## src/rtl/scan_pkg.sv

```systemverilog
// Shared types and constants for the two-requester bounded-scan controller.
package scan_pkg;

  localparam int unsigned W             = 11;
  localparam int unsigned DEFAULT_BOUND = 500;

  typedef logic [W-1:0] idx_t;

  typedef enum logic [1:0] {
    StIdle,
    StRun,
    StDone
  } state_e;

endpackage

```

## src/rtl/scan_arbiter_ctrl_if.sv

```systemverilog
// Requester-side bundle of the scan controller; clock and reset stay outside.
interface scan_arbiter_ctrl_if;
  import scan_pkg::*;

  logic [1:0] req;
  idx_t       bound0;
  idx_t       bound1;
  logic       sel0;
  logic       sel1;
  logic       step;
  logic [1:0] gnt;
  logic       busy;
  idx_t       x;
  idx_t       m;
  idx_t       n;
  logic       hit;
  logic       done;
  logic       done_id;

  modport master (
    output req, bound0, bound1, sel0, sel1, step,
    input  gnt, busy, x, m, n, hit, done, done_id
  );

  modport slave (
    input  req, bound0, bound1, sel0, sel1, step,
    output gnt, busy, x, m, n, hit, done, done_id
  );

endinterface

```

## src/rtl/rr_arb2.sv

```systemverilog
// Two-requester round-robin arbiter; the requester served last loses a tie.
module rr_arb2 (
  input  logic       clk,
  input  logic       rst_n,
  input  logic [1:0] req,
  input  logic       upd,
  output logic [1:0] gnt
);

  logic last_q;

  always_comb begin
    gnt = 2'b00;
    case (req)
      2'b01:   gnt = 2'b01;
      2'b10:   gnt = 2'b10;
      2'b11:   gnt = last_q ? 2'b01 : 2'b10;
      default: gnt = 2'b00;
    endcase
  end

  // Recording the winner at grant time is equivalent to recording it at release:
  // no arbitration happens while a scan is in flight.
  always_ff @(posedge clk or negedge rst_n) begin
    if (!rst_n) begin
      last_q <= 1'b1;
    end else if (upd && (gnt != 2'b00)) begin
      last_q <= gnt[1];
    end
  end

endmodule

```

## src/rtl/scan_arbiter_ctrl.sv

```systemverilog
// Grants one bounded-scan engine to two requesters in turn and reports each scan result.
module scan_arbiter_ctrl
  import scan_pkg::*;
(
  input logic                 clk,
  input logic                 rst_n,
  scan_arbiter_ctrl_if.slave  bus
);

  state_e     state_q;
  logic [1:0] gnt_q;
  logic       busy_q;
  idx_t       x_q;
  idx_t       m_q;
  idx_t       n_q;
  logic       hit_q;
  logic       done_q;
  logic       done_id_q;
  logic       owner_q;

  logic [1:0] arb_gnt;
  logic       arb_upd;
  logic       sel_g;
  logic       req_g;

  assign arb_upd = (state_q == StIdle);

  rr_arb2 u_arb (
    .clk   (clk),
    .rst_n (rst_n),
    .req   (bus.req),
    .upd   (arb_upd),
    .gnt   (arb_gnt)
  );

  assign sel_g = owner_q ? bus.sel1 : bus.sel0;
  assign req_g = owner_q ? bus.req[1] : bus.req[0];

  always_ff @(posedge clk or negedge rst_n) begin
    if (!rst_n) begin
      state_q   <= StIdle;
      gnt_q     <= 2'b00;
      busy_q    <= 1'b0;
      x_q       <= '0;
      m_q       <= '0;
      n_q       <= idx_t'(DEFAULT_BOUND);
      hit_q     <= 1'b0;
      done_q    <= 1'b0;
      done_id_q <= 1'b0;
      owner_q   <= 1'b0;
    end else begin
      case (state_q)
        StIdle: begin
          if (arb_gnt != 2'b00) begin
            gnt_q   <= arb_gnt;
            owner_q <= arb_gnt[1];
            n_q     <= arb_gnt[1] ? bus.bound1 : bus.bound0;
            x_q     <= '0;
            m_q     <= '0;
            hit_q   <= 1'b0;
            busy_q  <= 1'b1;
            state_q <= StRun;
          end
        end
        StRun: begin
          // Abort wins over completion; the result registers keep their values.
          if (!req_g) begin
            gnt_q   <= 2'b00;
            busy_q  <= 1'b0;
            state_q <= StIdle;
          end else if (x_q >= n_q) begin
            done_q    <= 1'b1;
            done_id_q <= owner_q;
            state_q   <= StDone;
          end else if (bus.step) begin
            x_q <= x_q + idx_t'(1);
            if (sel_g) begin
              m_q   <= x_q;
              hit_q <= 1'b1;
            end
          end
        end
        StDone: begin
          done_q  <= 1'b0;
          gnt_q   <= 2'b00;
          busy_q  <= 1'b0;
          state_q <= StIdle;
        end
        default: state_q <= StIdle;
      endcase
    end
  end

  assign bus.gnt     = gnt_q;
  assign bus.busy    = busy_q;
  assign bus.x       = x_q;
  assign bus.m       = m_q;
  assign bus.n       = n_q;
  assign bus.hit     = hit_q;
  assign bus.done    = done_q;
  assign bus.done_id = done_id_q;

endmodule

```

## src/flat_wrapper.sv

```systemverilog
// flat-port wrapper written by rule: the top's interface ports become plain ports
module scan_arbiter_ctrl_flat import scan_pkg::*;
  (clk, rst_n, bus_req, bus_bound0, bus_bound1, bus_sel0, bus_sel1, bus_step, bus_gnt, bus_busy, bus_x, bus_m, bus_n, bus_hit, bus_done, bus_done_id);
  scan_arbiter_ctrl_if bus_i ();
  input logic clk;
  input logic rst_n;
  input wire logic [$bits(bus_i.req)-1:0] bus_req;
  input wire logic [$bits(bus_i.bound0)-1:0] bus_bound0;
  input wire logic [$bits(bus_i.bound1)-1:0] bus_bound1;
  input wire logic [$bits(bus_i.sel0)-1:0] bus_sel0;
  input wire logic [$bits(bus_i.sel1)-1:0] bus_sel1;
  input wire logic [$bits(bus_i.step)-1:0] bus_step;
  output wire logic [$bits(bus_i.gnt)-1:0] bus_gnt;
  output wire logic [$bits(bus_i.busy)-1:0] bus_busy;
  output wire logic [$bits(bus_i.x)-1:0] bus_x;
  output wire logic [$bits(bus_i.m)-1:0] bus_m;
  output wire logic [$bits(bus_i.n)-1:0] bus_n;
  output wire logic [$bits(bus_i.hit)-1:0] bus_hit;
  output wire logic [$bits(bus_i.done)-1:0] bus_done;
  output wire logic [$bits(bus_i.done_id)-1:0] bus_done_id;
  assign bus_i.req = bus_req;
  assign bus_i.bound0 = bus_bound0;
  assign bus_i.bound1 = bus_bound1;
  assign bus_i.sel0 = bus_sel0;
  assign bus_i.sel1 = bus_sel1;
  assign bus_i.step = bus_step;
  assign bus_gnt = bus_i.gnt;
  assign bus_busy = bus_i.busy;
  assign bus_x = bus_i.x;
  assign bus_m = bus_i.m;
  assign bus_n = bus_i.n;
  assign bus_hit = bus_i.hit;
  assign bus_done = bus_i.done;
  assign bus_done_id = bus_i.done_id;
  scan_arbiter_ctrl u_core (.clk(clk), .rst_n(rst_n), .bus(bus_i));
endmodule
```

## config.mk

```make
export PLATFORM = sky130hd
export DESIGN_NAME = scan_arbiter_ctrl_flat
export DESIGN_NICKNAME = d
export VERILOG_FILES = /design/src/rtl/scan_pkg.sv /design/src/rtl/scan_arbiter_ctrl_if.sv /design/src/rtl/rr_arb2.sv /design/src/rtl/scan_arbiter_ctrl.sv /design/src/flat_wrapper.sv
export SDC_FILE = /design/constraint.sdc
export NUM_CORES = 1
export LEC_CHECK = 0
export ABC_CLOCK_PERIOD_IN_PS = 2350
export CAP_MARGIN = 30
export CORE_MARGIN = 4
export CORE_UTILIZATION = 25
export CTS_CLUSTER_SIZE = 20
export DETAILED_ROUTE_END_ITERATION = 10
export SYNTH_ARGS = -nofsm -noshare
export SYNTH_HDL_FRONTEND = slang
export SYNTH_HIERARCHICAL = 1
export SYNTH_SLANG_ARGS = --single-unit
```

## constraint.sdc

```tcl
create_clock -name clk -period 2.35 [get_ports clk]
set_input_delay 0.47 -clock clk [delete_from_list [all_inputs] [get_ports clk]]
set_output_delay 0.47 -clock clk [all_outputs]
set_load 0.02 [all_outputs]
```

==> results.yml <==
placed_design:
  gp_routability_congestion: 0.817
  numPlacedInstances: 472
  dpl-instance-area_um2: 3500
  dp_hpwl_um: 5220
  port-buffer-count: 67
synthesis:
  synth_area_um2: 2450
  yosysWarnings: 6
  synth_compound_area_share_pct: 20.9
  syn_inst: 259
  asyncSetResetFlopFracSynth_pct: 100
  yosys.area.top_type_share_pct: 36.8
  post_synth_and_or_nand_nor_area_fraction_pct: 12.9
  synth_fp_nets: 303
  synth_seq_cells: 43
  synth_top_family_by_area: "compound AO/OA/AOI/OAI gates"
  avgSynthCellArea_um2: 9.45
  seq_area_frac_synth_pct: 44.3
  ys_top_cells_by_area: "sky130_fd_sc_hd__dfrtp_1 37%, sky130_fd_sc_hd__ha_1 7.7%, sky130_fd_sc_hd__dfstp_2 7.5%, sky130_fd_sc_hd__mux2i_1 6.1%, sky130_fd_sc_hd__nand2_1 4.8%"
  synth_enable_flop_cells: 0
  synth_cell_types: 43
  primary_flip_flop_cell_chosen_by_synthesis_mapping: "sky130_fd_sc_hd__dfrtp_1"
  synthAdderAreaFrac_pct: 7.66
  yosys.area_share.xor_xnor_pct: 0
  netlist.top_cell.by_area: "sky130_fd_sc_hd__dfrtp_1"
  synth.mux.area_fraction_pct: 7.51
timing:
  skew_ns: 0.00919
  drv_slew: 0
  timing.final.crit_share_pct: 95.5
  hold_viol_final: 0
  worst_slew_pin_slew_ns: 0.578
  max-slew-margin-rel_pct: 61.5
  timing.fmax_mhz: 446
  report.final.setup_viol: 0
  timing.final.crit_period_ns: 2.24
finish:
  finalNetCount: 396
  instances_no_fill: 482
  area_delta_synth_final_pct: 50.2
  final_design_area_no_fill_um2: 3680
  final.fill_count: 976
  layout-drive-gt1-share_pct: 19.3
  n_antenna_cell: 0
pwr:
  power_per_cell_area_nw_per_um2: 1400
  pwr-share-seq_pct: 24.9
  vdd_drop_max_v: 0.000509
  internal_portion_of_total_power_w: 0.00289
  clockPowerShare_pct: 9.7
  power_leakage_nw: 1.56
  comb_power_share_pct: 65.4
  switchingPower_w: 0.00226
  power.share.switching_pct: 43.9
global_routing:
  grt_usage_pct: 12.1
  gr-total-overflow: 0
  grt_pass1_wl_um: 11100
  first_global_vias: 2222
  pin_count_of_the_biggest_net_entering_global_routing: 25
  antenna_violations_before_repair: 0
clock_tree:
  worst_setup_hold_path_clk_slew_ns: 0.09
  cts_buffer_depth: 2
  cts_buffers: 5
  tritoncts_clock_tree: "yes"
  clk_latency_ns: 0.30
  clock_sink_count: 43
  cts_root_buffer: "sky130_fd_sc_hd__clkbuf_8"
  htreeDepth: 2
drt:
  dr_total_vias: 2273
  ant_nets: 0
  drt-initial-drc-count: 103
  route.final.wire_length_um: 6870
  post_drt_wl_per_cell_um: 14.3
  drt_first_pass_iters: 4
  drc_errors: 0
  route.detailed.vias_per_inst: 4.72
die:
  dieArea_um2: 11400
  core-area_um2: 9370
  chipHeight_um: 107
  floorplan.initialDensity_pct: 26.1
  pin_count: 68
  floorplan.rows: 35
  dieWidth_um: 107
critical_path:
  crit_fanout: 5
  worst-endpoint-required_ns: 2.57
  timing.critical_path.arrival_ns: 2.47
  setup.worst_path.end_class: "flop"
  startpoint_type: "primary input"
  worstSetupPathType: "primary input to flop"
status:
  status: "complete, no violations"
min_path:
  hp-class: "primary input to asynchronous set/reset pin"
job:
  maxCapViolCount: 0
registers in the layout, summed over array words and instances (netlist names), 2 cells and up:
signal          flops
u_core/state_q      2
u_core/bus.x       11
u_core/bus.n       11
u_core/bus.gnt      2
u_core/bus.m       11
layout by cell type (no fill, tap or decap), types with 7 or more instances in the layout:
cell type	instances
sky130_fd_sc_hd__clkdlybuf4s50_1	66
sky130_fd_sc_hd__dfrtp_1	36
sky130_fd_sc_hd__nand2_1	31
sky130_fd_sc_hd__buf_4	27
sky130_fd_sc_hd__inv_1	26
sky130_fd_sc_hd__o21ai_0	21
sky130_fd_sc_hd__mux2i_1	15
sky130_fd_sc_hd__a21oi_1	15
sky130_fd_sc_hd__ha_1	14
sky130_fd_sc_hd__nand3_1	12
sky130_fd_sc_hd__dfstp_2	7
routing by layer:
layer,GRT usage (%),vias up,wire length [um]
li1,-,1118,-
met1,16.0,1062,3130
met2,19.2,87,3150
met3,4.46,6,544
met4,2.37,0,46
met5,0,-,0
area by class of cell:
type	instances	area [um2]	share of cell area [%]
Multi-Input combinational cell	175	1270	34.5
Sequential cell	43	1080	29.5
Timing Repair Buffer	100	971	26.4
Tap cell	129	161	4.39
Inverter	27	101	2.76
Clock buffer	7	86.3	2.35
Clock inverter	1	5.00	0.136
cells by family (layout without fill, tap and decap cells):
| logic type | count (synthesis) | after routing |
|---|---|---|
| flops | 43 | 43 |
| buf+inv | 41 | 135 |
| mux | 18 | 18 |
| simple gates | 65 | 65 |
| fa+ha+maj | 15 | 15 |
| compound gates | 77 | 77 |
what timing repair did:
action / CTS / global route
hold buffers: 0 / 0
endpoints found under the setup margin: 0 / 22
buffers inserted: 0 / 1
gates resized for setup: 0 / 15
worst max-delay path, cell delays in order:
cell                              delay (ns)
sky130_fd_sc_hd__clkdlybuf4s50_1        0.52
sky130_fd_sc_hd__a21boi_2               0.22
sky130_fd_sc_hd__nor3b_2                0.09
sky130_fd_sc_hd__a211oi_2               0.43
sky130_fd_sc_hd__buf_4                  0.20
sky130_fd_sc_hd__nand4_1                0.18
sky130_fd_sc_hd__buf_6                  0.20
sky130_fd_sc_hd__o22ai_1                0.15
power by group through the flow:
stage,sequential [W],clock (W),combinational (W)
2_1_floorplan,0.00160,0,0.00153
3_3_place_gp,0.00128,0,0.00318
3_5_place_dp,0.00129,0,0.00322
4_1_cts,0.00128,0.000520,0.00324
5_1_grt,0.00132,0.000561,0.00369
6_report,0.00128,0.000498,0.00337
path summary, 6_finish.rpt:
kind	slack, ns	start	endpoint	cells past startpoint
max in group asynchronous	1.66	rst_n	u_core/bus.x[8]	2
hold / removal	0.17	rst_n	u_core/state_q[1]	1
hold reg to reg	0.49	u_core/bus.n[7]	u_core/bus.n[7]	2
min in group clk	0.49	u_core/bus.n[7]	u_core/bus.n[7]	2
setup reg to reg	0.11	u_core/bus.x[0]	u_core/bus.m[2]	8
setup / recovery	0.11	bus_req[1]	u_core/bus.m[2]	8
synth_stat cells (all sizes together) (3+ instances only):
cell	count
mux2i	15
inv	27
a31oi	5
nor3	4
a21oi	15
nand2b	3
o22ai	12
o31ai	4
nand4	3
nand3	13
dfstp	7
dfrtp	36
clkbuf	9
buf	5
nand2	31
mux2	3
ha	15
o21ai	23
through the flow:
step	hold slack [ns]	util, %	setup TNS (ns)	setup slack (ns)	power [W]
2_1_floorplan	0.174	-	0	0.00616	0.00313
6_report	0.172	39.3	0	0.106	0.00514
3_3_place_gp	0.476	37.3	0	0.0260	0.00446
4_1_cts	0.184	38.3	0	0.00378	0.00504
3_5_place_dp	0.484	37.3	-0.119	-0.0292	0.00451
5_1_grt	0.189	39.3	-0.118	-0.0266	0.00558
Note: power is estimated with default switching activity, not from simulation.
